### config.mk
export PLATFORM = sky130hd
export DESIGN_NAME = unary_rate_gen_flat
export DESIGN_NICKNAME = d
export VERILOG_FILES = /design/src/rtl/unary_pkg.sv /design/src/rtl/unary_rate_gen_if.sv /design/src/rtl/unary_rate_gen_vdc_rng.sv /design/src/rtl/unary_rate_gen.sv /design/src/flat_wrapper.sv
export SDC_FILE = /design/constraint.sdc
export NUM_CORES = 1
export LEC_CHECK = 0
export ABC_AREA = 1
export CORE_MARGIN = 2
export CORE_UTILIZATION = 30
export CTS_BUF_LIST = sky130_fd_sc_hd__clkbuf_4 sky130_fd_sc_hd__clkbuf_8
export DETAILED_ROUTE_END_ITERATION = 10
export PLACE_DENSITY = 0.56
export SKIP_LAST_GASP = 1
export SLEW_MARGIN = 20
export SYNTH_ARGS = -nofsm -noshare
export SYNTH_HDL_FRONTEND = slang
export SYNTH_SLANG_ARGS = --single-unit
### constraint.sdc
create_clock -name clk -period 3.2 [get_ports clk]
set_clock_uncertainty 0.15 [all_clocks]
set_input_delay 0.48 -clock clk [delete_from_list [all_inputs] [get_ports clk]]
set_output_delay 0.48 -clock clk [all_outputs]
set_load 0.01 [all_outputs]
### src/rtl/unary_pkg.sv
// Shared definitions for the unary-rate encoder and the accumulator-side length counter.
package unary_pkg;

    typedef enum logic [1:0] {
        ST_IDLE = 2'd0,
        ST_RUN  = 2'd1,
        ST_DONE = 2'd2
    } state_e;

    // Magnitude width of a signed operand of the given total width.
    function automatic int mag_w_of(input int width);
        return width - 1;
    endfunction

    // Stream length: one bit per representable magnitude step.
    function automatic int len_of(input int width);
        return 1 << mag_w_of(width);
    endfunction

    // Reverse the low `width` bits of `value`; bits above `width` come back zero.
    function automatic logic [31:0] bitrev(input logic [31:0] value, input int width);
        logic [31:0] src;
        logic [31:0] rev;
        src = value;
        rev = '0;
        for (int i = 0; i < 32; i++) begin
            if (i < width) begin
                rev = {rev[30:0], src[0]};
                src = src >> 1;
            end
        end
        return rev;
    endfunction

endpackage

### src/rtl/unary_rate_gen_if.sv
// Operand load / bitstream bus of the unary-rate encoder.
interface unary_rate_gen_if #(
    parameter int WIDTH = 8
);
    logic             start;
    logic [WIDTH-1:0] in_data;
    logic             en;
    logic             clr;
    logic             in_ready;
    logic             sign_o;
    logic             bit_o;
    logic             valid_o;
    logic             done_o;
    logic             busy;

    modport master (
        output start, in_data, en, clr,
        input  in_ready, sign_o, bit_o, valid_o, done_o, busy
    );

    modport slave (
        input  start, in_data, en, clr,
        output in_ready, sign_o, bit_o, valid_o, done_o, busy
    );
endinterface

### src/rtl/unary_rate_gen_vdc_rng.sv
// Van der Corput source: a counter whose bit-reversed value visits every
// MAG_W-bit number exactly once per wrap, spread evenly over the period.
module vdc_rng
    import unary_pkg::*;
#(
    parameter int MAG_W = 7
) (
    input  logic             clk,
    input  logic             rst_n,
    input  logic             en,
    input  logic             clr,
    output logic [MAG_W-1:0] rng_o,
    output logic             wrap_o
);
    logic [MAG_W-1:0] cnt_q;
    logic [MAG_W-1:0] cnt_d;

    // Next count: clear wins, otherwise step on enable.
    always_comb begin
        // NOTE: default assigned first so every path drives cnt_d; a missed branch would infer a latch.
        cnt_d = cnt_q;
        if (clr) begin
            cnt_d = '0;
        end else if (en) begin
            cnt_d = cnt_q + MAG_W'(1);
        end
    end

    // Count register.
    always_ff @(posedge clk or negedge rst_n) begin
        // NOTE: non-blocking so every flop samples pre-edge values regardless of block order.
        if (!rst_n) begin
            cnt_q <= '0;
        end else begin
            cnt_q <= cnt_d;
        end
    end

    assign rng_o  = MAG_W'(bitrev(32'(cnt_q), MAG_W));
    assign wrap_o = &cnt_q;

endmodule

### src/rtl/unary_rate_gen.sv
// Signed binary operand -> sign bit plus a 2^(WIDTH-1)-bit rate-coded stream
// whose count of ones equals the operand magnitude.
module unary_rate_gen
    import unary_pkg::*;
#(
    parameter int WIDTH = 8
) (
    input  logic             clk,
    input  logic             rst_n,
    unary_rate_gen_if.slave  bus
);
    localparam int MAG_W = mag_w_of(WIDTH);

    state_e           state_q, state_d;
    logic             sign_q, sign_d;
    logic [MAG_W-1:0] mag_q, mag_d;

    logic             load;
    logic [WIDTH-1:0] abs_in;
    logic [MAG_W-1:0] load_mag;
    logic [MAG_W-1:0] rng;
    logic             wrap;
    logic             in_run;

    assign in_run = (state_q == ST_RUN);

    // Most-negative input has no positive twin; clamp it to the largest magnitude.
    assign abs_in   = bus.in_data[WIDTH-1] ? -bus.in_data : bus.in_data;
    assign load_mag = abs_in[WIDTH-1] ? {MAG_W{1'b1}} : abs_in[MAG_W-1:0];

    // A fresh load restarts the sequence so every operand sees rng = 0,1/2,1/4,...
    vdc_rng #(
        .MAG_W (MAG_W)
    ) u_rng (
        .clk    (clk),
        .rst_n  (rst_n),
        .en     (bus.en && in_run),
        .clr    (bus.clr || load),
        .rng_o  (rng),
        .wrap_o (wrap)
    );

    // Next-state and operand-register logic; clr overrides everything.
    always_comb begin
        state_d = state_q;
        sign_d  = sign_q;
        mag_d   = mag_q;
        load    = 1'b0;
        if (bus.clr) begin
            state_d = ST_IDLE;
            sign_d  = 1'b0;
            mag_d   = '0;
        end else begin
            unique case (state_q)
                ST_IDLE, ST_DONE: begin
                    if (bus.start) begin
                        state_d = ST_RUN;
                        sign_d  = bus.in_data[WIDTH-1];
                        mag_d   = load_mag;
                        load    = 1'b1;
                    end else begin
                        state_d = ST_IDLE;
                    end
                end
                ST_RUN: begin
                    if (bus.en && wrap) begin
                        state_d = ST_DONE;
                    end
                end
                default: state_d = ST_IDLE;
            endcase
        end
    end

    // State and operand registers.
    always_ff @(posedge clk or negedge rst_n) begin
        if (!rst_n) begin
            state_q <= ST_IDLE;
            sign_q  <= 1'b0;
            mag_q   <= '0;
        end else begin
            state_q <= state_d;
            sign_q  <= sign_d;
            mag_q   <= mag_d;
        end
    end

    assign bus.in_ready = (state_q == ST_IDLE) || (state_q == ST_DONE);
    assign bus.busy     = in_run;
    assign bus.done_o   = (state_q == ST_DONE);
    assign bus.valid_o  = in_run && bus.en;
    assign bus.bit_o    = in_run && (mag_q > rng);
    assign bus.sign_o   = sign_q;

endmodule
### src/flat_wrapper.sv
// flat-port wrapper written by rule: the top's interface ports become plain ports
module unary_rate_gen_flat import unary_pkg::*;
#(
    parameter int WIDTH = 8
)
  (clk, rst_n, bus_start, bus_in_data, bus_en, bus_clr, bus_in_ready, bus_sign_o, bus_bit_o, bus_valid_o, bus_done_o, bus_busy);
  unary_rate_gen_if #(.WIDTH(WIDTH)) bus_i ();
  input  logic clk;
  input  logic rst_n;
  input wire logic [$bits(bus_i.start)-1:0] bus_start;
  input wire logic [$bits(bus_i.in_data)-1:0] bus_in_data;
  input wire logic [$bits(bus_i.en)-1:0] bus_en;
  input wire logic [$bits(bus_i.clr)-1:0] bus_clr;
  output wire logic [$bits(bus_i.in_ready)-1:0] bus_in_ready;
  output wire logic [$bits(bus_i.sign_o)-1:0] bus_sign_o;
  output wire logic [$bits(bus_i.bit_o)-1:0] bus_bit_o;
  output wire logic [$bits(bus_i.valid_o)-1:0] bus_valid_o;
  output wire logic [$bits(bus_i.done_o)-1:0] bus_done_o;
  output wire logic [$bits(bus_i.busy)-1:0] bus_busy;
  assign bus_i.start = bus_start;
  assign bus_i.in_data = bus_in_data;
  assign bus_i.en = bus_en;
  assign bus_i.clr = bus_clr;
  assign bus_in_ready = bus_i.in_ready;
  assign bus_sign_o = bus_i.sign_o;
  assign bus_bit_o = bus_i.bit_o;
  assign bus_valid_o = bus_i.valid_o;
  assign bus_done_o = bus_i.done_o;
  assign bus_busy = bus_i.busy;
  unary_rate_gen #(.WIDTH(WIDTH)) u_core (.clk(clk), .rst_n(rst_n), .bus(bus_i));
endmodule
==> results.ini, run 1 <==
[clocking]
clkTransAtPathRegs_ns=0.07
cts_resized=0
cts_buffers=3
htreeDepth=1
postCtsHoldBufs=0
insertion_delay_ns=0.26
cts_max_path_buffers=2
cts_tree=built
clockRootBuffer=clkbuf_8
cts.sinks=17
post_cts.repair.setup_buffers=0

[worst_setup_path]
arrival_ns=2.04
crit_fanout=5
cpPeakStageDelay_ns=0.55
r2r_start=u_core.u_rng.cnt_q[0]$_DFFE_PN0P_
cp_slowest_cell=clkdlybuf4s50_1
crit_path_start=u_core.u_rng.cnt_q[0]$_DFFE_PN0P_
crit_top_cell=nand2_1
start_kind=flip-flop
critPathKind=reg2out
cp.required_ns=2.57
crit_path_end_kind=primary output
cp_cell_sequence=inv_1, ha_1, nand2_1, nor2_1, nand2_1, a21oi_1, clkdlybuf4s50_1

[yosys]
synth.distinct_cells=24
synth_area_leaders=dfrtp_1 35%, nand2_1 16%, ha_1 9.3%, nand3_1 8.3%, inv_1 5.9%
post-synth-top-area-cell=dfrtp_1
syn_nets=186
synthArstFlopShare_pct=100
synth_edf_count=0
synth_seq_cells=17
ys.flop_type=dfrtp_1
ys_seq_area_share_pct=35.2
synth_warnings=0
synth.avg_cell_area_um2=7.36
netlist.area_leader.share_pct=35.2
netlist_area_um2=1210
yosysMostFrequentCell=nand2_1
synthCells=164
synthTopCellsByCount=51 x nand2_1, 20 x nand3_1, 19 x inv_1

[placed_design]
placed_area_um2=1430
portBuffers=18
dp_cells=230
gp_congestion=0.743
place_hpwl_um=1940

[hold_path]
hp-start=u_core.bus.sign_o$_DFFE_PN0P_
hold_path.class=reg2reg

[die]
die_w_um=67.4
initial_core_util_pct=30.6
die_area_um2=4550
row_count=23
core_um2=3940
io_pins=19
die_y_um=67.4

[global_routing]
gr-usage-all-layers_pct=12.7
antenna_found_initial=0
grt_max_degree=18
grt_pass1_vias=960
grt_first_pass_wirelength_um=4270
grt-ovfl-total=0

[route]
antenna_left=0
route.detailed.drc=0
wl_per_cell_um=10.8
drt-pass1-iter-count=4
drt_iter0_markers=83
vias_per_cell=4.54
wl_um=2520
vias=1062

[timing]
finalHoldViolCount=0
finalSetupViolations=0
holdWs_ns=0.336
tightest_slew_ns=0.811
relSlewSlack_pct=45.7
finalCritPeriodShare_pct=83.3
report.final.slew_viol_count=0
max_freq_mhz=375
tns_ns=0
rsz0062_at_grt=false
fin_crit_ns=2.67

[power]
p_switching_w=0.000155
powerDensity_nw_per_um2=351
p_seq_share_pct=44.2
intPower_w=0.000364
irDropWorstVdd_mv=0.106
p_comb_share_pct=22.9
leakage_nw=0.721
switching_share_pct=29.9
power.clock.fraction_pct=32.8

[finish]
drive_above_1_share_pct=12.0
final-instance-count-excl-fill=234
antenna_cells=0
area_delta_synth_final_pct=22.6
final_area_um2=1480
nNetsFinal=207
fillers=414

[flow_run]
max-cap-violations=0

[run_status]
status=finished clean

[per-layer routing]
layer	up-vias	share of wire, %	global-route usage [%]
li1	573	-	-
met1	471	50	15.5
met2	16	46	21.4
met3	2	2.9	3.00
met4	0	1.4	5.36
met5	-	0	0
[layout make-up]
cell class              instances  area, um^2  share of cell area, %
multi-input cells             122         672                   45.4
flip-flops and latches         17         425                   28.7
repair buffers                 18         180                   12.2
inverters                      23        91.3                   6.17
well taps                      50        62.6                   4.23
clock buffers                   3        41.3                   2.79
clock inverters                 1        7.51                  0.507
[cell usage in the layout, fill, tap and decap left out, drive strengths merged]
cell type	n
nor3	1
clkinvlp	1
nand3	21
inv	22
nand2	54
o21ai	8
a21oi	9
nand3b	1
o21a	1
clkbuf	3
ha	9
nor2	13
dfrtp	17
nand4	5
clkdlybuf4s50	18
clkinv	1
[worst max-delay path, delay by kind of cell, from the launching register on]
family                     cells  cell delay, ns
AOI/OAI and AO/OA              1            0.16
adders and majority gates      1            0.30
DFF                            1            0.41
and+or+nand+nor                3            0.27
buffers and inverters          2            0.64
[cell families after synthesis]
| logic type | Yosys count | synth area share [%] |
|---|---|---|
| buffers and inverters | 25 | 9.12 |
| and+or+nand+nor | 95 | 37.1 |
| AOI/OAI and AO/OA | 18 | 9.22 |
| adders and majority gates | 9 | 9.33 |
| DFF | 17 | 35.2 |
[metrics by stage]
| stage | util, % | worst slack, ns | power, W |
|---|---|---|---|
| final | 37.5 | 0.534 | 0.000519 |
| after global routing | 37.5 | 0.358 | 0.000550 |
| after CTS | 37.5 | 0.508 | 0.000529 |
| after detailed placement | 36.3 | 0.803 | 0.000355 |
| after global placement | 36.3 | 0.837 | 0.000354 |
| after floorplan | - | 1.37 | 0.000306 |
[final timing paths]
kind,to,slack [ns],cells after the start
setup / recovery,bus_bit_o,0.53,7
hold / removal,u_core.bus.sign_o$_DFFE_PN0P_,0.34,2
setup reg to reg,u_core.state_q[0]$_DFFE_PN0P_,1.73,6
hold reg to reg,u_core.bus.sign_o$_DFFE_PN0P_,0.34,2
max in group asynchronous,u_core.u_rng.cnt_q[6]$_DFFE_PN0P_,1.86,1
min in group asynchronous,u_core.u_rng.cnt_q[0]$_DFFE_PN0P_,0.54,1
[registers in the layout (all words and copies together), names as in the netlist]
register            flops
u_core.bus.sign_o       1
u_core.mag_q            7
u_core.u_rng.cnt_q      7
u_core.state_q          2
[power groups by stage]
stage | clock, W | sequential [W] | combinational (W)
after CTS | 0.000178 | 0.000230 | 0.000121
after detailed placement | 0 | 0.000234 | 0.000121
after global placement | 0 | 0.000234 | 0.000120
after global routing | 0.000183 | 0.000231 | 0.000136
final | 0.000170 | 0.000230 | 0.000119
after floorplan | 0 | 0.000233 | 0.0000731
No activity file was read; power rests on OpenSTA's default activity.
==> run 2, diff against run 1 <==
Clock period 3.2 ns to 2.6 ns, I/O delays scaled along.
==> run 2 against run 1 <==
Compared with the run above:
- clock power up 21%
- utilization up 0.57 points
- non-clock buffer count up 3
- critical endpoint is now bus_valid_o
- largest power group unchanged
==> results.ini, run 2 (synthesis results as in run 1) <==
[clocking]
clockRootBuffer=clkbuf_8
cts_max_path_buffers=2  ; unchanged
cts_buffers=3  ; unchanged
postCtsHoldBufs=0  ; unchanged
htreeDepth=1  ; unchanged
insertion_delay_ns=0.26  ; about the same
cts_tree=built
cts.sinks=17  ; unchanged
clkTransAtPathRegs_ns=0.07  ; about the same

[placed_design]
dp_cells=232  ; +0.87%
gp_congestion=0.777  ; +4.7%
place_hpwl_um=1900  ; -2.3%
portBuffers=18  ; unchanged

[finish]
drive_above_1_share_pct=13.4  ; +1.4 points
area_delta_synth_final_pct=24.5
reg_top3=u_core.mag_q: 7 flops, u_core.u_rng.cnt_q: 7 flops, u_core.state_q: 2 flops
final-instance-count-excl-fill=237  ; +1.3%
nNetsFinal=210  ; +1.4%
final_common_cell=nand2_1
antenna_cells=0  ; unchanged
final_cell_mix=51 x nand2_1, 20 x nand3_1, 19 x inv_1, 17 x clkdlybuf4s50_1, 17 x dfrtp_1
fillers=396  ; -4.3%

[hold_path]
hold_path.class=in2async

[timing]
fin_crit_ns=2.20
rsz0062_at_grt=false
finalCritPeriodShare_pct=84.5
finalHoldViolCount=0  ; unchanged
finalSetupViolations=0  ; unchanged
relSlewSlack_pct=68.4  ; +23 points
tns_ns=0  ; unchanged
max_freq_mhz=455
report.final.slew_viol_count=0  ; unchanged
tightest_slew_ns=0.472  ; -0.339 ns

[run_status]
status=finished clean

[worst_setup_path]
crit_top_cell=clkdlybuf4s50_1
cp_slowest_cell=clkdlybuf4s50_1
start_kind=primary input
crit_fanout=8  ; +3
arrival_ns=1.66  ; -0.38 ns
cp.required_ns=2.06  ; -0.51 ns
cp_cell_sequence=clkdlybuf4s50_1, nand2_4, clkinv_4, clkdlybuf4s50_1
crit_path_end_kind=primary output
cpPeakStageDelay_ns=0.53  ; -0.02 ns
critPathKind=in2out

[global_routing]
grt_max_degree=18  ; unchanged
grt_pass1_vias=966  ; +0.63%
grt-ovfl-total=0  ; unchanged
antenna_found_initial=0  ; unchanged
gr-usage-all-layers_pct=13.0  ; +0.26 points
grt_first_pass_wirelength_um=4340  ; +1.6%

[route]
wl_um=2470  ; -1.9%
antenna_left=0  ; unchanged
wl_met3_um=62  ; -16%
vias_per_cell=4.41  ; -2.8%
dr.max_layer_used=met4
route.detailed.drc=0  ; unchanged
vias=1045  ; -1.6%
wl_met1_um=1270  ; +1.8%
drt-pass1-iter-count=6  ; +2
wl_per_cell_um=10.4  ; -3.2%
wl_met2_um=1080  ; -7.4%
drt_iter0_markers=48  ; -42%

[power]
powerDensity_nw_per_um2=423  ; +21%
irDropWorstVdd_mv=0.129  ; +22%
leakage_nw=0.757  ; +4.9%

[flow_run]
max-cap-violations=0  ; unchanged

[die]
io_pins=19  ; unchanged
die_area_um2=4550  ; unchanged
core_um2=3940  ; unchanged
row_count=23  ; unchanged
initial_core_util_pct=30.6  ; unchanged
die_w_um=67.4  ; unchanged
die_y_um=67.4  ; unchanged

## run 2: cell types whose count changed in the layout (fill, tap and decap cells not counted), sizes merged
cell           delta
dlymetal6s2s      +1
clkinvlp          -1
buf               +3
clkinv            +1
clkdlybuf4s50     -1
## run 2: final cells by class
| class | instances | area [um^2] | share of cell area [%] |
|---|---|---|---|
| clock buffers | 3 | 41.3 | 2.75 |
| flip-flops and latches | 17 | 425 | 28.3 |
| well taps | 50 | 62.6 | 4.16 |
| repair buffers | 21 | 205 | 13.7 |
| inverters | 23 | 91.3 | 6.08 |
| multi-input cells | 122 | 672 | 44.7 |
| clock inverters | 1 | 5.00 | 0.333 |
## run 2: metal layers
metal / global-route usage, % / up-vias
met5: 0 / -
met4: 7.65 / 0
met3: 3.00 / 4
met2: 20.4 / 14
met1: 16.2 / 449
li1: - / 578
## run 2: per-stage QoR
step / power (W) / area (um^2) / setup WS [ns] / util (%) / hold slack, ns
5_1_grt: 0.000687 / 1500 / 0.254 / 38.1 / 0.327
3_5_place_dp: 0.000439 / 1450 / 0.286 / 36.7 / 0.326
6_report: 0.000636 / 1500 / 0.403 / 38.1 / 0.303
3_3_place_gp: 0.000439 / 1450 / 0.316 / 36.7 / 0.326
4_1_cts: 0.000649 / 1500 / 0.0138 / 38.1 / 0.315
2_1_floorplan: 0.000377 / 1210 / 0.858 / - / -0.0556
## run 2: worst paths after layout
| kind | startpoint | to | slack, ns | cells after the start |
|---|---|---|---|---|
| worst max-delay path | bus_en | bus_valid_o | 0.40 | 4 |
| worst min-delay path | rst_n | u_core.state_q[1]$_DFFE_PN0P_ | 0.30 | 2 |
| worst max register to register | u_core.u_rng.cnt_q[0]$_DFFE_PN0P_ | u_core.state_q[0]$_DFFE_PN0P_ | 1.10 | 7 |
| worst min register to register | u_core.mag_q[5]$_DFFE_PN0P_ | u_core.mag_q[5]$_DFFE_PN0P_ | 0.34 | 2 |
| max in group asynchronous | rst_n | u_core.mag_q[4]$_DFFE_PN0P_ | 1.81 | 2 |
| min in group clk | u_core.mag_q[5]$_DFFE_PN0P_ | u_core.mag_q[5]$_DFFE_PN0P_ | 0.34 | 2 |
## run 2: report_power, final
part | switching [W] | internal (W)
clock | 0.0000979 | 0.000107
sequential | 0.00000655 | 0.000276
combinational | 0.0000826 | 0.0000666
total | 0.000187 | 0.000449
## run 2: repair_timing
action,4_1_cts,5_1_grt
setup buffers,1,0
resized for setup,0,1
endpoints found under the setup margin,1,1
## run 2: worst max-delay path: cells and delay by family
kind | cells | cell delay [ns]
and+or+nand+nor | 1 | 0.10
buffers and inverters | 3 | 1.15
==> run 3, diff against run 2 <==
Settings changed: PLACE_DENSITY 0.56 to 0.57.
Clock period 2.6 ns to 1.8 ns, I/O delays scaled along.
==> run 3 against run 2 <==
Compared with the run above:
- the run now ends with setup timing left
- utilization is 6.8 points higher
- first-iteration DRC count is 48% lower
- via count is 12% higher
- register-to-register slack worse by 0.89 ns
- die area stayed put
- count of clock-buffer cells in the layout stayed put
- largest power group unchanged
- wire length is 9.8% higher
- critical path depth is 2 higher
==> results.ini, run 3 (synthesis results as in run 1) <==
[global_routing]
grt_max_degree=18  ; unchanged
grt_first_pass_wirelength_um=4590  ; +5.7%
grt-ovfl-total=0  ; unchanged
grtUsageMet2_pct=22.6  ; +2.2 points
antenna_found_initial=0  ; unchanged
met3_usage_pct=2.00  ; -1.0 points
gr-usage-all-layers_pct=13.2  ; +0.20 points
grt_busiest_layer=met2
grt_pass1_vias=1091  ; +13%
grt_util_met1_pct=17.1  ; +0.92 points

[worst_setup_path]
reg2reg_slack_ns=0.21  ; -0.89 ns
crit_fanout=2  ; -6
cp.required_ns=1.38  ; -0.68 ns
reg2reg_depth=8  ; +1
crit_path_end_kind=primary output
critPathKind=reg2out
cp-endpoint=bus_bit_o
crit_path_start=u_core.u_rng.cnt_q[2]$_DFFE_PN0P_
start_kind=flip-flop
r2r_end=u_core.state_q[0]$_DFFE_PN0P_
arrival_ns=1.46  ; -0.20 ns
r2r_start=u_core.u_rng.cnt_q[0]$_DFFE_PN0P_

[route]
drt-pass1-iter-count=4  ; -2
route.detailed.drc=0  ; unchanged
antenna_left=0  ; unchanged
wl_per_cell_um=10.3  ; -1.4%
drt_iter0_markers=25  ; -48%
wl_um=2710  ; +9.8%
vias=1167  ; +12%
vias_per_cell=4.42  ; +0.25%

[timing]
rsz0062_at_grt=true
finalHoldViolCount=0  ; unchanged
setup_slack_ns=-0.0825  ; -0.486 ns
report.final.slew_viol_count=0  ; unchanged
finalCritPeriodShare_pct=105
max_freq_mhz=531
fin_crit_ns=1.88
finalSetupViolations=1  ; +1
holdWs_ns=0.196  ; -0.107 ns
relSlewSlack_pct=82.8  ; +14 points
tightest_slew_ns=0.258  ; -0.215 ns

[clocking]
cts_max_path_buffers=2  ; unchanged
postCtsHoldBufs=0  ; unchanged
insertion_delay_ns=0.25  ; about the same
htreeDepth=1  ; unchanged
clockRootBuffer=clkbuf_8
cts_buffers=3  ; unchanged
cts_tree=built
clkTransAtPathRegs_ns=0.07  ; about the same
cts.sinks=17  ; unchanged

[finish]
final_common_cell=nand2_1
nNetsFinal=237  ; +13%
final_cell_mix=49 x nand2_1, 30 x buf_4, 20 x nand3_1, 17 x dfrtp_1, 16 x inv_1
drive_above_1_share_pct=30.4  ; +17 points
reg_top3=u_core.mag_q: 7 flops, u_core.u_rng.cnt_q: 7 flops, u_core.state_q: 2 flops
area_delta_synth_final_pct=46.5
final_area_um2=1770  ; +18%
fin_util_pct=44.9  ; +6.8 points
antenna_cells=0  ; unchanged
fillers=424  ; +7.1%

[placed_design]
place_hpwl_um=2110  ; +11%
placed_area_um2=1610  ; +11%
portBuffers=18  ; unchanged
gp_congestion=0.721  ; -7.3%

[flow_run]
max-cap-violations=0  ; unchanged

[power]
powerDensity_nw_per_um2=555  ; +31%
finalPower_w=0.000982  ; +54%
power.clock.fraction_pct=29.6  ; -2.6 points
switching_share_pct=29.6  ; +0.24 points
leakage_nw=0.918  ; +21%
p_seq_share_pct=41.9  ; -2.5 points
intPower_w=0.000691  ; +54%
irDropWorstVdd_mv=0.274  ; +110%
p_comb_share_pct=28.4  ; +4.9 points
p_switching_w=0.000291  ; +56%

[run_status]
status=finished with violations
failed_checks=setup timing

[die]
die_area_um2=4550  ; unchanged
initial_core_util_pct=30.6  ; unchanged
row_count=23  ; unchanged
io_pins=19  ; unchanged
die_w_um=67.4  ; unchanged
die_y_um=67.4  ; unchanged
core_um2=3940  ; unchanged

[hold_path]
hold_path.class=in2async

-- run 3: layout make-up --
type	instances	area, um^2	share of cell area, %
Clock inverter	1	5.00	0.283
Multi-Input combinational cell	122	742	41.9
Timing Repair Buffer	48	402	22.7
Tap cell	50	62.6	3.54
Inverter	23	91.3	5.16
Sequential cell	17	425	24.0
Clock buffer	3	41.3	2.33
-- run 3: worst max-delay path, cell delays in order, from the launching register on --
cell and delay [ns]:
dfrtp_1 0.35, inv_1 0.08, ha_4 0.27, a21oi_1 0.06
o21a_1 0.20, a21oi_2 0.12, buf_2 0.14
-- run 3: what timing repair did --
action	CTS	global route
gates resized for setup	16	7
pin swaps	6	0
endpoints found under the setup margin	3	3
setup buffers	4	2
-- run 3: metrics by stage --
step / setup TNS (ns) / instances / setup slack, ns
2_1_floorplan: 0 / 164 / 0.178
4_1_cts: -0.102 / 262 / -0.102
6_report: -0.0825 / 264 / -0.0825
3_3_place_gp: -0.350 / 254 / -0.289
3_5_place_dp: -0.399 / 254 / -0.332
5_1_grt: -0.164 / 264 / -0.164
-- run 3: worst min-delay path by stage --
stage | slack [ns] | start | depth (start not counted) | end
6_report | 0.20 | rst_n | 2 | u_core.state_q[0]$_DFFE_PN0P_
2_1_floorplan | -0.18 | rst_n | 0 | u_core.bus.sign_o$_DFFE_PN0P_
3_5_place_dp | 0.32 | u_core.bus.sign_o$_DFFE_PN0P_ | 2 | u_core.bus.sign_o$_DFFE_PN0P_
3_3_place_gp | 0.32 | u_core.bus.sign_o$_DFFE_PN0P_ | 2 | u_core.bus.sign_o$_DFFE_PN0P_
4_1_cts | 0.21 | rst_n | 2 | u_core.u_rng.cnt_q[5]$_DFFE_PN0P_
5_1_grt | 0.21 | rst_n | 2 | u_core.u_rng.cnt_q[5]$_DFFE_PN0P_
-- run 3: power by group through the flow --
stage	clock [W]	sequential, W	combinational [W]
6_report	0.000291	0.000412	0.000279
5_1_grt	0.000315	0.000413	0.000316
4_1_cts	0.000298	0.000410	0.000279
3_5_place_dp	0	0.000415	0.000255
3_3_place_gp	0	0.000415	0.000255
2_1_floorplan	0	0.000415	0.000130
-- run 3: per-layer routing --
layer | wire length, um | up-vias | part of all wire (%)
met2 | 1330 | 12 | 49
met3 | 58 | 2 | 2.1
met4 | 19 | 0 | 0.70
li1 | - | 631 | -
met1 | 1310 | 522 | 48
met5 | 0 | - | 0
